**src/rtl/fetch_controller.sv**
```systemverilog
// Instruction fetch sequencer: owns the PC, drives imem_addr, queues {pc, instr} in a 2-deep buffer for decode.
// Latency: start -> first fetch next cycle -> out_valid one cycle later; sustains 1 instr/cycle when decode keeps up.
// Backpressure: out_ready low stalls fetch once both buffer slots are full; the PC holds until a slot frees.
module fetch_controller #(
    parameter int          MEM_DEPTH = 11,
    parameter logic [31:0] RESET_PC  = 32'h0,
    parameter logic [31:0] HALT_WORD = 32'hFFFF_FFFF
) (
    input  logic        clk,
    input  logic        rst,
    input  logic        start,
    output logic [31:0] imem_addr,
    input  logic [31:0] imem_instr,
    output logic        out_valid,
    output logic [31:0] out_instr,
    output logic [31:0] out_pc,
    input  logic        out_ready,
    input  logic        redirect,
    input  logic [31:0] redirect_pc,
    output logic        halted,
    output logic        addr_err
);

    localparam logic [31:0] DEPTH_W = 32'(MEM_DEPTH);

    typedef enum logic [1:0] {
        IDLE   = 2'd0,
        FETCH  = 2'd1,
        HALTED = 2'd2
    } state_t;

    state_t      state;
    state_t      state_nxt;
    logic [31:0] pc;
    logic [1:0]  count;
    logic [31:0] head_pc;
    logic [31:0] head_instr;
    logic [31:0] tail_pc;
    logic [31:0] tail_instr;

    logic in_range;
    logic pop;
    logic fetch_fire;
    logic range_trip;
    logic redirect_take;

    always_ff @(posedge clk) begin
        if (rst) begin
            state <= IDLE;
        end else begin
            state <= state_nxt;
        end
    end

    always_comb begin
        state_nxt     = state;
        redirect_take = 1'b0;
        in_range      = (pc < DEPTH_W);
        out_valid     = (count != 2'd0) && !redirect;
        pop           = out_valid && out_ready;
        fetch_fire    = 1'b0;
        range_trip    = 1'b0;
        case (state)
            IDLE: begin
                if (start) begin
                    state_nxt = FETCH;
                end
            end
            FETCH: begin
                if (redirect) begin
                    redirect_take = 1'b1;
                end else if (!in_range) begin
                    range_trip = 1'b1;
                    state_nxt  = HALTED;
                end else if ((count != 2'd2) || pop) begin
                    fetch_fire = 1'b1;
                    if (imem_instr == HALT_WORD) begin
                        state_nxt = HALTED;
                    end
                end
            end
            HALTED: begin
                if (redirect) begin
                    redirect_take = 1'b1;
                    state_nxt     = FETCH;
                end
            end
            default: state_nxt = IDLE;
        endcase
    end

    // Buffer is a head/tail pair; head registers double as the output and keep their value when emptied.
    always_ff @(posedge clk) begin
        if (rst) begin
            pc         <= RESET_PC;
            count      <= 2'd0;
            addr_err   <= 1'b0;
            head_pc    <= 32'h0;
            head_instr <= 32'h0;
            tail_pc    <= 32'h0;
            tail_instr <= 32'h0;
        end else if (redirect_take) begin
            pc       <= redirect_pc;
            count    <= 2'd0;
            addr_err <= 1'b0;
        end else begin
            if (fetch_fire) begin
                pc <= pc + 32'd1;
            end
            if (range_trip) begin
                addr_err <= 1'b1;
            end
            if (pop && fetch_fire) begin
                if (count == 2'd2) begin
                    head_pc    <= tail_pc;
                    head_instr <= tail_instr;
                    tail_pc    <= pc;
                    tail_instr <= imem_instr;
                end else begin
                    head_pc    <= pc;
                    head_instr <= imem_instr;
                end
            end else if (pop) begin
                if (count == 2'd2) begin
                    head_pc    <= tail_pc;
                    head_instr <= tail_instr;
                end
                count <= count - 2'd1;
            end else if (fetch_fire) begin
                if (count == 2'd0) begin
                    head_pc    <= pc;
                    head_instr <= imem_instr;
                end else begin
                    tail_pc    <= pc;
                    tail_instr <= imem_instr;
                end
                count <= count + 2'd1;
            end
        end
    end

    assign imem_addr = pc;
    assign out_pc    = head_pc;
    assign out_instr = head_instr;
    assign halted    = (state == HALTED);

endmodule

```
**config.mk**
```make
export PLATFORM = sky130hd
export DESIGN_NAME = fetch_controller
export DESIGN_NICKNAME = d
export VERILOG_FILES = /design/src/rtl/fetch_controller.sv
export SDC_FILE = /design/constraint.sdc
export NUM_CORES = 1
export LEC_CHECK = 0
export CORE_AREA = 3 3 162 117
export CTS_CLUSTER_DIAMETER = 30
export DETAILED_ROUTE_END_ITERATION = 8
export DIE_AREA = 0 0 165 120
export GPL_TIMING_DRIVEN = 0
export HOLD_SLACK_MARGIN = 0.06
export PLACE_DENSITY = 0.71
export SYNTH_ARGS = -nofsm -noshare
export SYNTH_HDL_FRONTEND = slang
export SYNTH_SLANG_ARGS = --single-unit
```
**constraint.sdc**
```tcl
create_clock -name clk -period 4.46 [get_ports clk]
set_input_delay 0.892 -clock clk [delete_from_list [all_inputs] [get_ports clk]]
set_output_delay 0.892 -clock clk [all_outputs]
set_load 0.03 [all_outputs]
```
After elaboration in Yosys (flattened, before gate mapping)
Index checks and enable logic that the tools add are counted.

Add/sub/neg operators: 3. $mul: 0. Div/mod/pow operators: 0. Magnitude comparators: 1. Equal/unequal tests: 14. Shift-type cells: 0. Multiplexer cells: 42. Bitwise gates (word level): 2. Reduce and logical (&&, ||, !) cells: 19.

Operators by type and width (count): 32-bit two-way mux (24); 32-bit by 1-bit adder with 32-bit output, second input constant (1); 32-bit equality test, second input constant (1); 32-bit by 4-bit less-than comparator with 1-bit output, second input constant (1); 2-bit two-way mux (8); 2-bit != test, second input constant (5); 5-bit AND reduction (2); 1-bit two-way mux (9); 2-bit nonzero test (4); 3-bit != test, second input constant (2); 2-bit one-hot mux with 3 select lines (1); 3-bit nonzero test (2); 2-bit equality test, second input constant (2); 2-bit logical NOT (2); 2-bit by 1-bit != test with 1-bit output, second input constant (2); 4-bit AND reduction (1); 2-bit OR reduction (2); 1-bit logical AND (3); 3-bit by 1-bit != test with 1-bit output, second input constant (1); 2-bit by 1-bit adder with 2-bit output, second input constant (1); 2-bit by 1-bit equality test with 1-bit output, second input constant (1); 1-bit NOT (2); 2-bit AND reduction (1); 2-bit by 1-bit subtractor with 2-bit output, second input constant (1); 2 further kinds (2).

Register bits: 165. Bits in latches: 0. RAM bits: 0. Bits in read-only memories: 0. Bits of input ports: 69. Output and inout port bits: 99. Word-level logic and storage cells: 89. Memories: 0.

Logic depth before layout (Yosys ltp)
Gate-level depths: netlist of the first run.

Depth in word-level cells: 11. Gate-level depth with buffers: 14. Mapped depth without buffers: 12.

Least setup slack after synthesis of the first run
Ideal clock, no wire load.

Kind: in2reg. Start: in redirect. End: reg head_instr[26] (netlist: out_instr[26]). Library setup time: 146 ps. Arrival time: 3027 ps. Required time: 4314 ps. Setup slack: 1287 ps. Stages: 11. Buffers on the path: 3. Cell sequence: buf_2 > nand2b_4 > a21bo_2 > nor3_4 > inv_1 > ha_1 > or3_1 > a211oi_2 > buf_4 > buf_2 > a211oi_2.

Cells in the longest elaborated chain, start to end: 11. Elaborated cells between the ends (all ways): 18. Classes of those cells: 1 x eq/ne; 8 x mux; 1 x bitwise; 8 x reduce/logical.

Ends and longest elaborated chain: start, declared (line 18) `input logic redirect,`; 1-bit logical NOT (line 59) `out_valid = (count != 2'd0) && !redirect;`; 1-bit logical AND (line 59); 1-bit logical AND (line 60) `pop = out_valid && out_ready;`; 1-bit logical OR (line 75) `end else if ((count != 2'd2) || pop) begin`; 1-bit two-way mux (line 75); 1-bit two-way mux (line 72) `end else if (!in_range) begin`; 1-bit two-way mux (line 70) `if (redirect) begin`; 1-bit two-way mux (line 63) `case (state)`; 1-bit logical AND (line 113) `if (pop && fetch_fire) begin`; 3-bit by 1-bit != test with 1-bit output (no line) / 3-bit nonzero test (equally long branches); 4-bit AND reduction (no line); end signal, assigned (line 116) `head_instr <= tail_instr;`; end signal, assigned (line 121) `head_instr <= imem_instr;`; end signal, assigned (line 126) `head_instr <= tail_instr;`; end, declared (line 37) `logic [31:0] head_instr;`.

Several ways; a longest one is shown, not always the timed one. A chain may end at the register's enable or synchronous reset.

Final worst setup path of the first run
Start: reg pc[27] (netlist: imem_addr[27]). End: reg head_pc[14] (netlist: out_pc[14]).

Cells in the longest elaborated chain, start to end: 7. Elaborated cells between the ends (all ways): 10. Classes of those cells: 1 x order compare; 1 x eq/ne; 4 x mux; 4 x reduce/logical.

Ends and longest elaborated chain: start, declared (line 34) `logic [31:0] pc;`; start signal, assigned (line 103) `pc <= redirect_pc;`; start signal, assigned (line 108) `pc <= pc + 32'd1;`; 32-bit by 4-bit less-than comparator with 1-bit output (*) (line 58) `in_range = (pc < DEPTH_W);`; 1-bit two-way mux (*) (line 72); 1-bit two-way mux (*) (line 70); 1-bit two-way mux (*) (line 63); 1-bit logical AND (line 113); 3-bit by 1-bit != test with 1-bit output (no line) / 3-bit nonzero test (equally long branches); 4-bit AND reduction (no line); end signal, assigned (line 115) `head_pc <= tail_pc;`; end signal, assigned (line 120) `head_pc <= pc;`; end signal, assigned (line 125) `head_pc <= tail_pc;`; end, declared (line 36) `logic [31:0] head_pc;`.

Every way passes the cells marked *; elsewhere a longest branch is shown, timed or not.

==> results.py, run 1 <==
metrics = {
    "hold_path": {
        "hold_path_class": "register to register",
        "worstHoldStart": "tail_instr[4]",
        "holdPathEnd": "tail_instr[4]",
        "holdPathStages": 2,
    },
    "power": {
        "power_density_nw_per_um2": 458,
        "vdd_drop_max_mv": 0.229,
        "leakage_nw": 3.23,
    },
    "placement": {
        "dp_hpwl_um": 15300,
        "portBuffers": 165,
        "place_congestion": 0.807,
    },
    "floorplanning": {
        "core-area_sq_um": 17700,
        "die_y_um": 120,
        "rows": 41,
        "die_area_sq_um": 19800,
        "die_x_um": 165,
        "start_util": 0.441,
        "io_pins": 168,
    },
    "yosys": {
        "synth_top_area_frac": 0.423,
        "synthTopCellsByArea": "dfxtp_1, mux2i_1, nand2b_1, a211oi_2, nor2_1",
        "syn-num-nets": 860,
        "ys_seq_elements": 165,
        "synth_cell_types": 39,
        "synth-async-reset-ratio": 0,
        "yosysTopAreaCell": "dfxtp_1",
        "synth_edf_count": 0,
        "avgSynthCellArea_sq_um": 9.98,
        "synth_common_cells": "dfxtp_1, mux2i_1, nand2b_1, nor2_1, nand2_1",
        "synth_most_common_cell": "dfxtp_1",
        "ys.flop_type": "dfxtp_1",
        "syn_inst": 783,
        "synth_area_sq_um": 7810,
        "synth.yosys.seq_area_share": 0.423,
        "ys_warn_count": 0,
    },
    "layout": {
        "num-nets-final": 1044,
        "final_util": 0.583,
        "multi_input_area_sq_um": 4040,
        "nFillCells": 1544,
        "register_area_sq_um": 3300,
        "drive_gt1_frac": 0.127,
        "syn2layout_area_growth_pct": 32.0,
        "diodes": 0,
    },
    "grt": {
        "grt_pass1_wl_um": 33500,
        "antenna_found_initial": 0,
        "grt_max_degree": 17,
        "gr-usage-all-layers": 0.216,
        "grt_pass1_vias": 6132,
        "grt_overflow": 0,
    },
    "detailed_routing": {
        "dr_total_vias": 6213,
        "drt_wl_total_um": 21000,
        "drt_pass1_iterations": 4,
        "wire_per_inst_um": 17.2,
        "via_per_inst": 5.11,
        "remaining_drc_errors": 0,
        "ant_nets": 0,
        "drt-initial-drc-count": 428,
    },
    "sta": {
        "tightest_slew_ns": 0.761,
        "drv_slew": 0,
        "hold_viol_final": 0,
        "fin_crit_ns": 3.55,
        "fin_skew_ns": 0.00916,
        "rsz0062_at_grt": "no",
        "fmax_mhz": 282,
        "setup_tns_ns": 0,
        "setup_viol": 0,
        "timing.final.crit_share": 0.796,
        "slew-limit-headroom": 0.493,
    },
    "cts": {
        "clock_latency_ns": 0.43,
        "clkSinkCount": 165,
        "post_cts_buffers": 0,
        "cts_tree": "yes",
        "root_buffer": "clkbuf_16",
        "hold_buffers": 0,
        "cts.repair.resized": 0,
        "cts_made_buffers": 17,
        "clockBufferDepth": 2,
        "cts.clk_slew.worst_paths_ns": 0.07,
        "htree_levels": 4,
    },
    "setup_path": {
        "crit_arrival_ns": 3.83,
        "startpoint_type": "register",
        "end_kind": "register",
        "critPathMaxFanout": 10,
        "rr_endpoint": "out_pc[14]",
        "rrSetupSlack_ns": 0.91,
        "r2r_start": "imem_addr[27]",
        "r2r_cells": 10,
        "crit_type": "register to register",
        "cp_data_required_time_ns": 4.74,
    },
    "flow_run": {
        "cap_violations": 0,
    },
    "status": {
        "status": "completed",
    },
}
-- state kept, by name, indices dropped and copies added (netlist names) --
| signal | flops |
|---|---|
| count | 2 |
| addr_err | 1 |
| state | 2 |
| tail_instr | 32 |
| imem_addr | 32 |
| out_pc | 32 |
| out_instr | 32 |
| tail_pc | 32 |
-- stage by stage --
step | power, mW | hold WS (ns) | instances | instance area [sq um] | setup WS [ns]
after floorplan | 2.75 | 0.448 | 783 | 7810 | 1.29
after global placement | 3.33 | 0.458 | 1184 | 9760 | 0.600
after detailed placement | 3.34 | 0.461 | 1184 | 9760 | 0.578
after CTS | 4.75 | 0.477 | 1216 | 10300 | 1.01
after global routing | 4.94 | 0.484 | 1216 | 10300 | 0.820
final | 4.72 | 0.472 | 1216 | 10300 | 0.909
-- routing by layer --
metal	GRT usage	vias to the layer above	part of all wire	routed length, um
li1	-	3074	-	-
met1	0.328	2956	0.51	10800
met2	0.309	164	0.42	8870
met3	0.0431	19	0.049	1030
met4	0.0608	0	0.013	269
met5	0	-	0	0
-- worst max-delay path by stage --
stage	start	end	slack, ns	cells past startpoint
2_1_floorplan	redirect	out_instr[26]	1.29	11
3_3_place_gp	out_ready	out_pc[14]	0.60	11
3_5_place_dp	out_ready	out_pc[13]	0.58	11
4_1_cts	imem_addr[21]	out_pc[14]	1.01	10
5_1_grt	imem_addr[27]	out_pc[14]	0.82	10
6_report	imem_addr[27]	out_pc[14]	0.91	10
-- worst max-delay path, cell delays in order (launching register included) --
cell,delay [ns]
dfxtp_1,0.35
nor4_1,0.62
nand4_1,0.34
nor3_4,0.42
inv_1,0.11
ha_1,0.21
or3_1,0.38
a211oi_2,0.24
buf_4,0.24
buf_2,0.35
a211oi_2,0.12
-- placed cells by master, fill, tap and decap left out, drive strengths merged, types with 5 or more instances in the layout --
master / n
buf: 29
ha: 8
nor4: 9
clkinv: 5
nand4: 10
nand2b: 128
nand2: 58
clkbuf: 50
a211oi: 72
inv: 12
mux2i: 130
dfxtp: 165
nor2: 74
a21oi: 29
clkdlybuf4s50: 165
-- power by group --
part	leakage (nW)	switching [mW]	internal, mW
sequential	1.33	0.167	1.64
clock	0.265	0.629	0.773
combinational	1.63	0.896	0.617
-- layout make-up --
cell class	count	share of cell area
multi-input cells	549	0.392
flip-flops and latches	165	0.320
repair buffers	165	0.160
plain buffers	61	0.0423
clock buffers	18	0.0416
well taps	236	0.0286
clock inverters	14	0.0123
inverters	8	0.00291
-- kinds of logic (layout without fill, tap and decap cells) --
group,after synthesis,after routing,synth area share
compound gates,113,113,0.137
xor+xnor,4,4,0.00448
fa+ha+maj,8,8,0.0128
buf+inv,69,266,0.0597
flops,165,165,0.423
mux,130,130,0.167
simple gates,294,294,0.197
(Power assumes the default switching activity.)
==> run 2: changes to the inputs <==
==> constraint.sdc (replaced) <==
create_clock -name clk -period 3.7 [get_ports clk]
set_input_delay 0.74 -clock clk [delete_from_list [all_inputs] [get_ports clk]]
set_output_delay 0.74 -clock clk [all_outputs]
set_load 0.03 [all_outputs]
==> results of run 2 <==
The final DEF is identical to that of run 1. Status: completed.
Among the figures that moved: setup slack after placement 0.578 ns -> -0.0305 ns; setup slack after layout 0.909 ns -> 0.149 ns; register-to-register setup slack 0.91 ns -> 0.15 ns; total power 4.72 mW -> 5.69 mW; worst IR drop on VDD 0.229 mV -> 0.276 mV
==> run 3: changes to the inputs <==
--- a/config.mk
+++ b/config.mk
@@ -5,6 +5,8 @@
 export SDC_FILE = /design/constraint.sdc
 export NUM_CORES = 1
 export LEC_CHECK = 0
+export ABC_CLOCK_PERIOD_IN_PS = 3700
+export CAP_MARGIN = 20
 export CORE_AREA = 3 3 162 117
 export CTS_CLUSTER_DIAMETER = 30
 export DETAILED_ROUTE_END_ITERATION = 8
==> results of run 3 <==
The final DEF is identical to that of run 1. Status: completed.
Among the figures that moved: setup slack after placement 0.578 ns -> -0.0305 ns; setup slack after layout 0.909 ns -> 0.149 ns; register-to-register setup slack 0.91 ns -> 0.15 ns; total power 4.72 mW -> 5.69 mW; worst IR drop on VDD 0.229 mV -> 0.276 mV
